[src/rtl/pep_batch_unpack_pkg.sv]
// pep_batch_unpack_pkg: shared sizing and batch command type for the PBS batch path
package pep_batch_unpack_pkg;
  localparam int BATCH_PBS_NB = 8;
  localparam int TOTAL_PBS_NB = 16;
  localparam int GRAM_NB = 4;
  localparam int CMD_FIFO_DEPTH = 2;
  localparam int PID_W = $clog2(TOTAL_PBS_NB);
  localparam int BNB_W = $clog2(BATCH_PBS_NB + 1);
  localparam int GID_W = $clog2(GRAM_NB) > 1 ? $clog2(GRAM_NB) : 1;
  typedef struct packed {
    logic [PID_W-1:0] first_pid;
    logic [BNB_W-1:0] pbs_nb;
  } batch_cmd_t;
endpackage

[src/rtl/pep_batch_cmd_fifo.sv]
// pep_batch_cmd_fifo: register FIFO of batch_cmd_t, vld/rdy both sides, rdy low during rst and when full
module pep_batch_cmd_fifo
  import pep_batch_unpack_pkg::*;
#(
  parameter int DEPTH = 2
) (
  input  logic       clk,
  input  logic       rst,
  input  logic       in_vld,
  output logic       in_rdy,
  input  batch_cmd_t in_data,
  output logic       out_vld,
  input  logic       out_rdy,
  output batch_cmd_t out_data
);
  localparam int AW = DEPTH > 1 ? $clog2(DEPTH) : 1;
  localparam int CW = $clog2(DEPTH + 1);
  batch_cmd_t mem [DEPTH];
  logic [AW-1:0] wp, rp;
  logic [CW-1:0] cnt;
  logic push, pop;
  assign in_rdy = !rst && cnt != CW'(DEPTH);
  assign out_vld = cnt != '0;
  assign out_data = mem[rp];
  assign push = in_vld && in_rdy;
  assign pop = out_vld && out_rdy;
  always_ff @(posedge clk) begin
    if (rst) begin
      wp <= '0;
      rp <= '0;
      cnt <= '0;
    end else begin
      wp <= push ? (wp == AW'(DEPTH - 1) ? '0 : wp + AW'(1)) : wp;
      rp <= pop ? (rp == AW'(DEPTH - 1) ? '0 : rp + AW'(1)) : rp;
      cnt <= cnt + CW'(push) - CW'(pop);
    end
    if (push) mem[wp] <= in_data;
  end
endmodule

[src/rtl/pep_batch_unpack.sv]
// pep_batch_unpack: unpacks batch commands into per-PBS done beats (pid, gid, last, done, slot free); PEP_BATCH_UNPACK_STATS_EN adds stat counters
module pep_batch_unpack
  import pep_batch_unpack_pkg::*;
(
  input  logic             clk,
  input  logic             s_rst,
  input  logic             in_batch_vld,
  output logic             in_batch_rdy,
  input  logic [PID_W-1:0] in_batch_first_pid,
  input  logic [BNB_W-1:0] in_batch_pbs_nb,
  output logic             out_pbs_vld,
  input  logic             out_pbs_rdy,
  output logic [PID_W-1:0] out_pbs_pid,
  output logic [GID_W-1:0] out_pbs_gid,
  output logic             out_pbs_last,
  output logic             out_batch_done,
  output logic [PID_W:0]   out_free_slot_nb,
  output logic             error,
  output logic [31:0]      stat_batch_cnt,
  output logic [31:0]      stat_pbs_cnt
);
  typedef enum logic {IDLE, UNPACK} state_t;
  state_t state;
  batch_cmd_t in_cmd, head;
  logic head_vld, pop, hs, legal;
  logic [BNB_W-1:0] rem;
  assign in_cmd = {in_batch_first_pid, in_batch_pbs_nb};
  pep_batch_cmd_fifo #(.DEPTH(CMD_FIFO_DEPTH)) u_fifo (
    .clk      (clk),
    .rst      (s_rst),
    .in_vld   (in_batch_vld),
    .in_rdy   (in_batch_rdy),
    .in_data  (in_cmd),
    .out_vld  (head_vld),
    .out_rdy  (pop),
    .out_data (head)
  );
  assign out_pbs_vld = state == UNPACK;
  assign out_pbs_last = out_pbs_vld && rem == '0;
  assign hs = out_pbs_vld && out_pbs_rdy;
  assign out_batch_done = hs && out_pbs_last;
  assign out_free_slot_nb = (PID_W + 1)'(hs);
  assign legal = head.pbs_nb != '0 && head.pbs_nb <= BNB_W'(BATCH_PBS_NB);
  assign pop = head_vld && (state == IDLE || out_batch_done);
  always_ff @(posedge clk) begin
    if (s_rst) begin
      state <= IDLE;
      out_pbs_pid <= '0;
      out_pbs_gid <= '0;
      rem <= '0;
      error <= 1'b0;
    end else begin
      if (pop && legal) begin
        state <= UNPACK;
        out_pbs_pid <= head.first_pid;
        out_pbs_gid <= GID_W'(32'(head.first_pid) % 32'(GRAM_NB));
        rem <= head.pbs_nb - BNB_W'(1);
      end else if (hs) begin
        state <= out_pbs_last ? IDLE : UNPACK;
        out_pbs_pid <= out_pbs_pid == PID_W'(TOTAL_PBS_NB - 1) ? '0 : out_pbs_pid + PID_W'(1);
        out_pbs_gid <= out_pbs_gid == GID_W'(GRAM_NB - 1) ? '0 : out_pbs_gid + GID_W'(1);
        rem <= out_pbs_last ? '0 : rem - BNB_W'(1);
      end
      if (pop && !legal) error <= 1'b1;
    end
  end
`ifdef PEP_BATCH_UNPACK_STATS_EN
  always_ff @(posedge clk) begin
    if (s_rst) begin
      stat_batch_cnt <= '0;
      stat_pbs_cnt <= '0;
    end else begin
      stat_batch_cnt <= stat_batch_cnt + 32'(out_batch_done);
      stat_pbs_cnt <= stat_pbs_cnt + 32'(hs);
    end
  end
`else
  assign stat_batch_cnt = '0;
  assign stat_pbs_cnt = '0;
`endif
endmodule

[config.mk]
export PLATFORM = sky130hd
export DESIGN_NAME = pep_batch_unpack
export DESIGN_NICKNAME = d
export VERILOG_FILES = /design/src/rtl/pep_batch_unpack_pkg.sv /design/src/rtl/pep_batch_cmd_fifo.sv /design/src/rtl/pep_batch_unpack.sv
export SDC_FILE = /design/constraint.sdc
export NUM_CORES = 1
export LEC_CHECK = 0
export ABC_AREA = 1
export CORE_ASPECT_RATIO = 0.75
export CORE_UTILIZATION = 40
export DETAILED_ROUTE_END_ITERATION = 7
export DONT_BUFFER_PORTS = 1
export SLEW_MARGIN = 20
export SYNTH_ARGS = -nofsm -noshare
export SYNTH_HDL_FRONTEND = slang
export SYNTH_SLANG_ARGS = --single-unit
[constraint.sdc]
create_clock -name clk -period 2.1 [get_ports clk]
set_input_delay 0.105 -clock clk [delete_from_list [all_inputs] [get_ports clk]]
set_output_delay 0.105 -clock clk [all_outputs]
set_load 0.005 [all_outputs]
=== Word-level counts from Yosys, hierarchy flattened ===
Memories as Yosys holds them, arrays and structs flattened. A register that Yosys moved wholly into a read port is not among the register bits.
Cells that the tools add are included.
W data, S select, Z words.

* Flip-flop bits (word level): 16
* Bits in writable memories: 16
* Bits of input ports: 12
* Output and inout bits: 80
* Logic and storage cells: 57
* Memories: 1

{| class="wikitable"
|+ Memories
! name !! depth !! bits a word !! rd ports !! clocked after Yosys merged registers in !! write ports !! RTL line !! text
|-
| u_fifo.mem || 2 || 8 || 1 || 1 || 1 || pep_batch_cmd_fifo.sv:18 || <nowiki>batch_cmd_t mem [DEPTH];</nowiki>
|}

* $add $sub $neg: 8
* Magnitude comparators: 1
* Eq/ne operators: 3
* Multiplexer cells: 18
* Bitwise logic cells: 1
* Reductions and logical operators: 17

{| class="wikitable"
|+ Operators with widths
! operator !! count
|-
| $mux W4 || 6
|-
| $logic_and A1 B1 Y1 || 10
|-
| $mux W1 || 9
|-
| $sub A4 B1 Y4 const B || 2
|-
| $mux W2 || 3
|-
| $add A4 B1 Y4 const B || 1
|-
| $eq A4 B4 Y1 const B || 1
|-
| $le A4 B4 Y1 const B || 1
|-
| $logic_not A4 Y1 || 1
|-
| $reduce_bool A2 Y1 || 2
|-
| $reduce_bool A4 Y1 || 1
|-
| $add A1 B1 Y1 const B || 2
|-
| $add A2 B1 Y2 || 1
|-
| $add A2 B1 Y2 const B || 1
|-
| $eq A2 B2 Y1 const B || 1
|-
| $logic_not A1 Y1 || 2
|-
| $ne A2 B2 Y1 const B || 1
|-
| $sub A2 B1 Y2 || 1
|-
| $logic_or A1 B1 Y1 || 1
|-
| $not A1 Y1 || 1
|}

=== Longest topological paths before layout ===
* Depth in word-level cells: 8
* Depth in mapped cells: 13
* Gate-level depth less buffers: 12

=== Modules after synthesis ===
From an unflattened synthesis, not the netlist that was laid out.

* Cells, all modules: 273
* Area, all modules: 2,270.9 µm²

{| class="wikitable"
|+ Modules (own cells, without submodules)
! module !! instances !! cells each !! area an instance (µm²) !! seq. area each (µm²)
|-
| pep_batch_unpack || 1 || 209 || 1,393.8 || 240.2
|-
| pep_batch_cmd_fifo || 1 || 64 || 877.1 || 580.6
|}

=== Worst setup path before layout ===
No wires, ideal clock.

* Path kind: register to register
* From: register rem[0]
* To: register u_fifo.cnt[1]
* Setup time: 0.070 ns
* Data arrival time: 1.740 ns
* Required time: 2.030 ns
* Path slack: 0.291 ns
* Cell stages (with the launch flop): 11
* Buffers on the path: 0
* Period minus slack after synthesis: 1.809 ns
* Cell sequence: dfxtp_1 -> inv_1 -> ha_1 -> nand3_2 -> a21oi_4 -> ha_1 -> inv_1 -> ha_1 -> xor2_1 -> o21ai_0 -> a21oi_1

* Cells in the longest elaborated chain, start to end: 7

{| class="wikitable"
|+ Ends and longest elaborated chain
! element !! RTL line !! text
|-
| start, declared || pep_batch_unpack.sv:26 || <nowiki>logic [BNB_W-1:0] rem;</nowiki>
|-
| start signal, assigned || pep_batch_unpack.sv:57 || <nowiki>rem <= head.pbs_nb - BNB_W'(1);</nowiki>
|-
| start signal, assigned || pep_batch_unpack.sv:62 || <nowiki>rem <= out_pbs_last ? '0 : rem - BNB_W'(1);</nowiki>
|-
| $logic_not A4 Y1 || pep_batch_unpack.sv:39 || <nowiki>assign out_pbs_last = out_pbs_vld && rem == '0;</nowiki>
|-
| $logic_and A1 B1 Y1 || pep_batch_unpack.sv:39 ||
|-
| $logic_and A1 B1 Y1 || pep_batch_unpack.sv:41 || <nowiki>assign out_batch_done = hs && out_pbs_last;</nowiki>
|-
| $logic_or A1 B1 Y1 || pep_batch_unpack.sv:44 || <nowiki>assign pop = head_vld && (state == IDLE || out_batch_done);</nowiki>
|-
| $logic_and A1 B1 Y1 || pep_batch_unpack.sv:44 ||
|-
| $logic_and A1 B1 Y1 || pep_batch_cmd_fifo.sv:26 || <nowiki>assign pop = out_vld && out_rdy;</nowiki>
|-
| via u_fifo.pop || pep_batch_cmd_fifo.sv:21 || <nowiki>logic push, pop;</nowiki>
|-
| $sub A2 B1 Y2 || pep_batch_cmd_fifo.sv:35 || <nowiki>cnt <= cnt + CW'(push) - CW'(pop);</nowiki>
|-
| end signal, assigned || pep_batch_cmd_fifo.sv:35 ||
|-
| end, declared || pep_batch_cmd_fifo.sv:20 || <nowiki>logic [CW-1:0] cnt;</nowiki>
|}

The timed path passes the listed nets, and every way through them passes these cells.
A chain may end at the register's enable or synchronous reset.

==> out/metrics.csv <==
stage;metric;value;unit
cells_and_area;final net count;318;
critical_path;reg2reg path depth;12;
critical_path;Worst Setup End Kind;register;
min_path;hold crit path type;input pin to register;
logic_synthesis;sequential-to-total area share from yosys stat;36.9;%
min_path;hold depth;2;
global_routing;vias in the first global route;1212;
sta;skew final;0.00900;ns
global_routing;global-route wire length before repair;5.64;mm
die;row count;23;
logic_synthesis;Netlist Area Pre-Place;2220;um2
logic_synthesis;Syn Area/Cell;7.83;um2
die;Die X;88.1;um
pwr;leakage;1.16;nW
min_path;Min-Delay Endpoint;u_fifo.wp$_SDFFE_PP0N_;
cells_and_area;fillers;582;
route;via count;1496;
pwr;Max rail drop VDD;0.477;mV
critical_path;crit start category;register;
route;WL/cell;9.52;um
critical_path;Required @ worst endpoint;2.32;ns
critical_path;Worst EP arrival;2.14;ns
global_routing;Congestion Overflow GR;0;
clock_tree;clock sinks;33;
clock_tree;CTS tree;built;
outcome;run status;finished, final reports clean;
critical_path;worst reg2reg endpoint;out_pbs_pid[0]$_SDFFE_PP0P_;
sta;Final period util;91.7;%
global_routing;initial antenna violation count;0;
sta;unrepaired setup endpoints after global routing;no;
die;starting density of the core;41.5;%
clock_tree;clk root buf;clkbuf_8;
clock_tree;setup repair bufs after CTS;0;
pwr;power density over the cells;1270;nW/um2
clock_tree;maximum root-to-sink buffer count;2;
logic_synthesis;Post-Synthesis Cells;284;
die;die area;5860;um2
logic_synthesis;Netlist cell types;25;
critical_path;kind of critical path;register to register;
sta;Setup violations, final;0;
min_path;hold_sp;in_batch_vld;
sta;minimum clock period;1.93;ns
sta;Slew Limit Fails;0;
cells_and_area;layout cells sized above 1;8.97;%
route;initial drt markers;78;
route;DRC;0;
route;Post-DRT Antenna Nets;0;
clock_tree;H-tree depth;2;
route;first-pass detailed-route iteration total;4;
die;core box area;5350;um2
cells_and_area;Layout area overhead;1.74;%
route;via/cell ratio;3.98;
critical_path;CP Max Fanout;12;
placed_design;RePlAce Congestion;0.796;
sta;Peak Freq;519;MHz
logic_synthesis;yosys warns;0;
cells_and_area;area of the multi-input gates;993;um2
clock_tree;total clock buffers created by CTS;5;
sta;hold_ws;0.0694;ns
clock_tree;Clock Latency Late Sink;0.28;ns
cells_and_area;most common cell after layout, fill and taps aside;conb_1;
clock_tree;clock-pin slew on the worst setup and hold paths;0.08;ns
cells_and_area;n_diodes;0;
critical_path;Worst R2R Setup Slack;0.17;ns
route;drt total wl;3.58;mm
global_routing;largest net degree at the start of global routing;13;
placed_design;port bufs;0;
cells_and_area;most frequent cells in the layout;conb_1, nand2_1, inv_1, nor2_1, dfxtp_1;
die;number of I/O pins;92;
sta;Hold Violations, Final;0;
flow_run;max-cap violation count;0;
placed_design;detailed-placement wirelength estimate;2.82;mm
die;Vert. Die Dim;66.6;um
cells_and_area;Reg area;821;um2
global_routing;total track usage;12.8;%
logic_synthesis;number of synthesized register bits;33;
sta;final setup TNS;0;ns
-- Yosys cell counts (all sizes together) --
| cell type | n | area, um2 |
|---|---|---|
| edfxtp | 16 | 480 |
| inv | 31 | 116 |
| nor2 | 29 | 111 |
| a21oi | 9 | 56.3 |
| a31oi | 1 | 6.26 |
| o21bai | 1 | 7.51 |
| buf | 72 | 544 |
| xnor2 | 1 | 8.76 |
| conb | 1 | 3.75 |
| ha | 6 | 75.1 |
| o31ai | 1 | 7.51 |
| dfxtp | 17 | 340 |
| nand2 | 69 | 294 |
| nand4 | 3 | 18.8 |
| nand3 | 13 | 75.1 |
| xor2 | 2 | 17.5 |
| o21ai | 12 | 60.1 |
-- through the flow --
stage	setup WS (ns)	std cells	power, W	util [%]	area (um2)
after floorplan	0.291	351	0.00210	-	2470
after global placement	0.279	359	0.00225	38.5	2060
after detailed placement	0.218	359	0.00226	38.5	2060
after CTS	0.206	376	0.00288	42.3	2260
after global routing	0.0118	376	0.00313	42.3	2260
final	0.174	376	0.00287	42.3	2260
-- worst max path at each step --
stage	from	endpoint	slack [ns]
global placement	rem[0]$_SDFFE_PP0P_	u_fifo.cnt[1]$_SDFF_PP0_	0.28
floorplan	rem[0]$_SDFFE_PP0P_	u_fifo.cnt[1]$_SDFF_PP0_	0.29
detailed placement	register	out_pbs_pid[0]$_SDFFE_PP0P_	0.22
global route	register	out_pbs_gid[0]$_SDFFE_PP0P_	0.01
CTS	register	out_pbs_pid[0]$_SDFFE_PP0P_	0.21
finish	register	out_pbs_pid[0]$_SDFFE_PP0P_	0.17
-- repair_timing --
action	in CTS	in global routing
resized for setup	0	1
endpoints found under the hold margin	21	0
hold buffers	9	0
endpoints found under the setup margin	0	1
-- report_power, final --
part           internal [W]  switching [W]
Combinational      0.000471       0.000817
Clock              0.000349       0.000245
Sequential         0.000836       0.000152
Total               0.00166        0.00121
-- critical path: stages (launching register included) --
cell and delay [ns]:
dfxtp_1 0.36, buf_4 0.15, nand2_1 0.05, nand2_1 0.13, ha_1 0.26, nand3_1 0.13
nand2_1 0.09, nand2_2 0.08, nand2_4 0.15, nand2_2 0.13, nor2_1 0.15, nor2_1 0.05
nor2_1 0.11
-- cell families (layout without fill, tap and decap cells) --
logic type / count (synthesis) / in the layout / synth area share (%)
flops: 33 / 33 / 36.9
other cells: 1 / 68 / 0.169
simple gates: 114 / 114 / 22.5
buf+inv: 103 / 53 / 29.7
compound gates: 24 / 24 / 6.19
fa+ha+maj: 6 / 6 / 3.38
xor+xnor: 3 / 3 / 1.18
-- layout make-up --
cell class / instances / share of cell area [%]
multi-input cells: 215 / 43.9
well taps: 75 / 4.15
clock inverters: 3 / 1.83
flip-flops and latches: 33 / 36.3
inverters: 31 / 5.14
repair buffers: 14 / 5.64
clock buffers: 5 / 3.04
-- flip-flops by register name, indices dropped and copies added, names as in the netlist, named ones only --
register     flops
error            1
out_pbs_gid      2
out_pbs_pid      4
out_pbs_vld      1
rem              4
u_fifo.cnt       2
u_fifo.mem      16
u_fifo.rp        1
u_fifo.wp        1
-- routing by layer --
metal  part of all wire [%]  vias to the layer above  wire (um)  global-route usage [%]
met1                     53                      663       1910                    18.5
met2                     39                       48       1400                    17.6
met5                      0                        -          0                       0
li1                       -                      781          -                       -
met4                   0.75                        0         27                    3.02
met3                    6.7                        4        240                    5.20
Note: power is estimated with default switching activity, not from simulation.
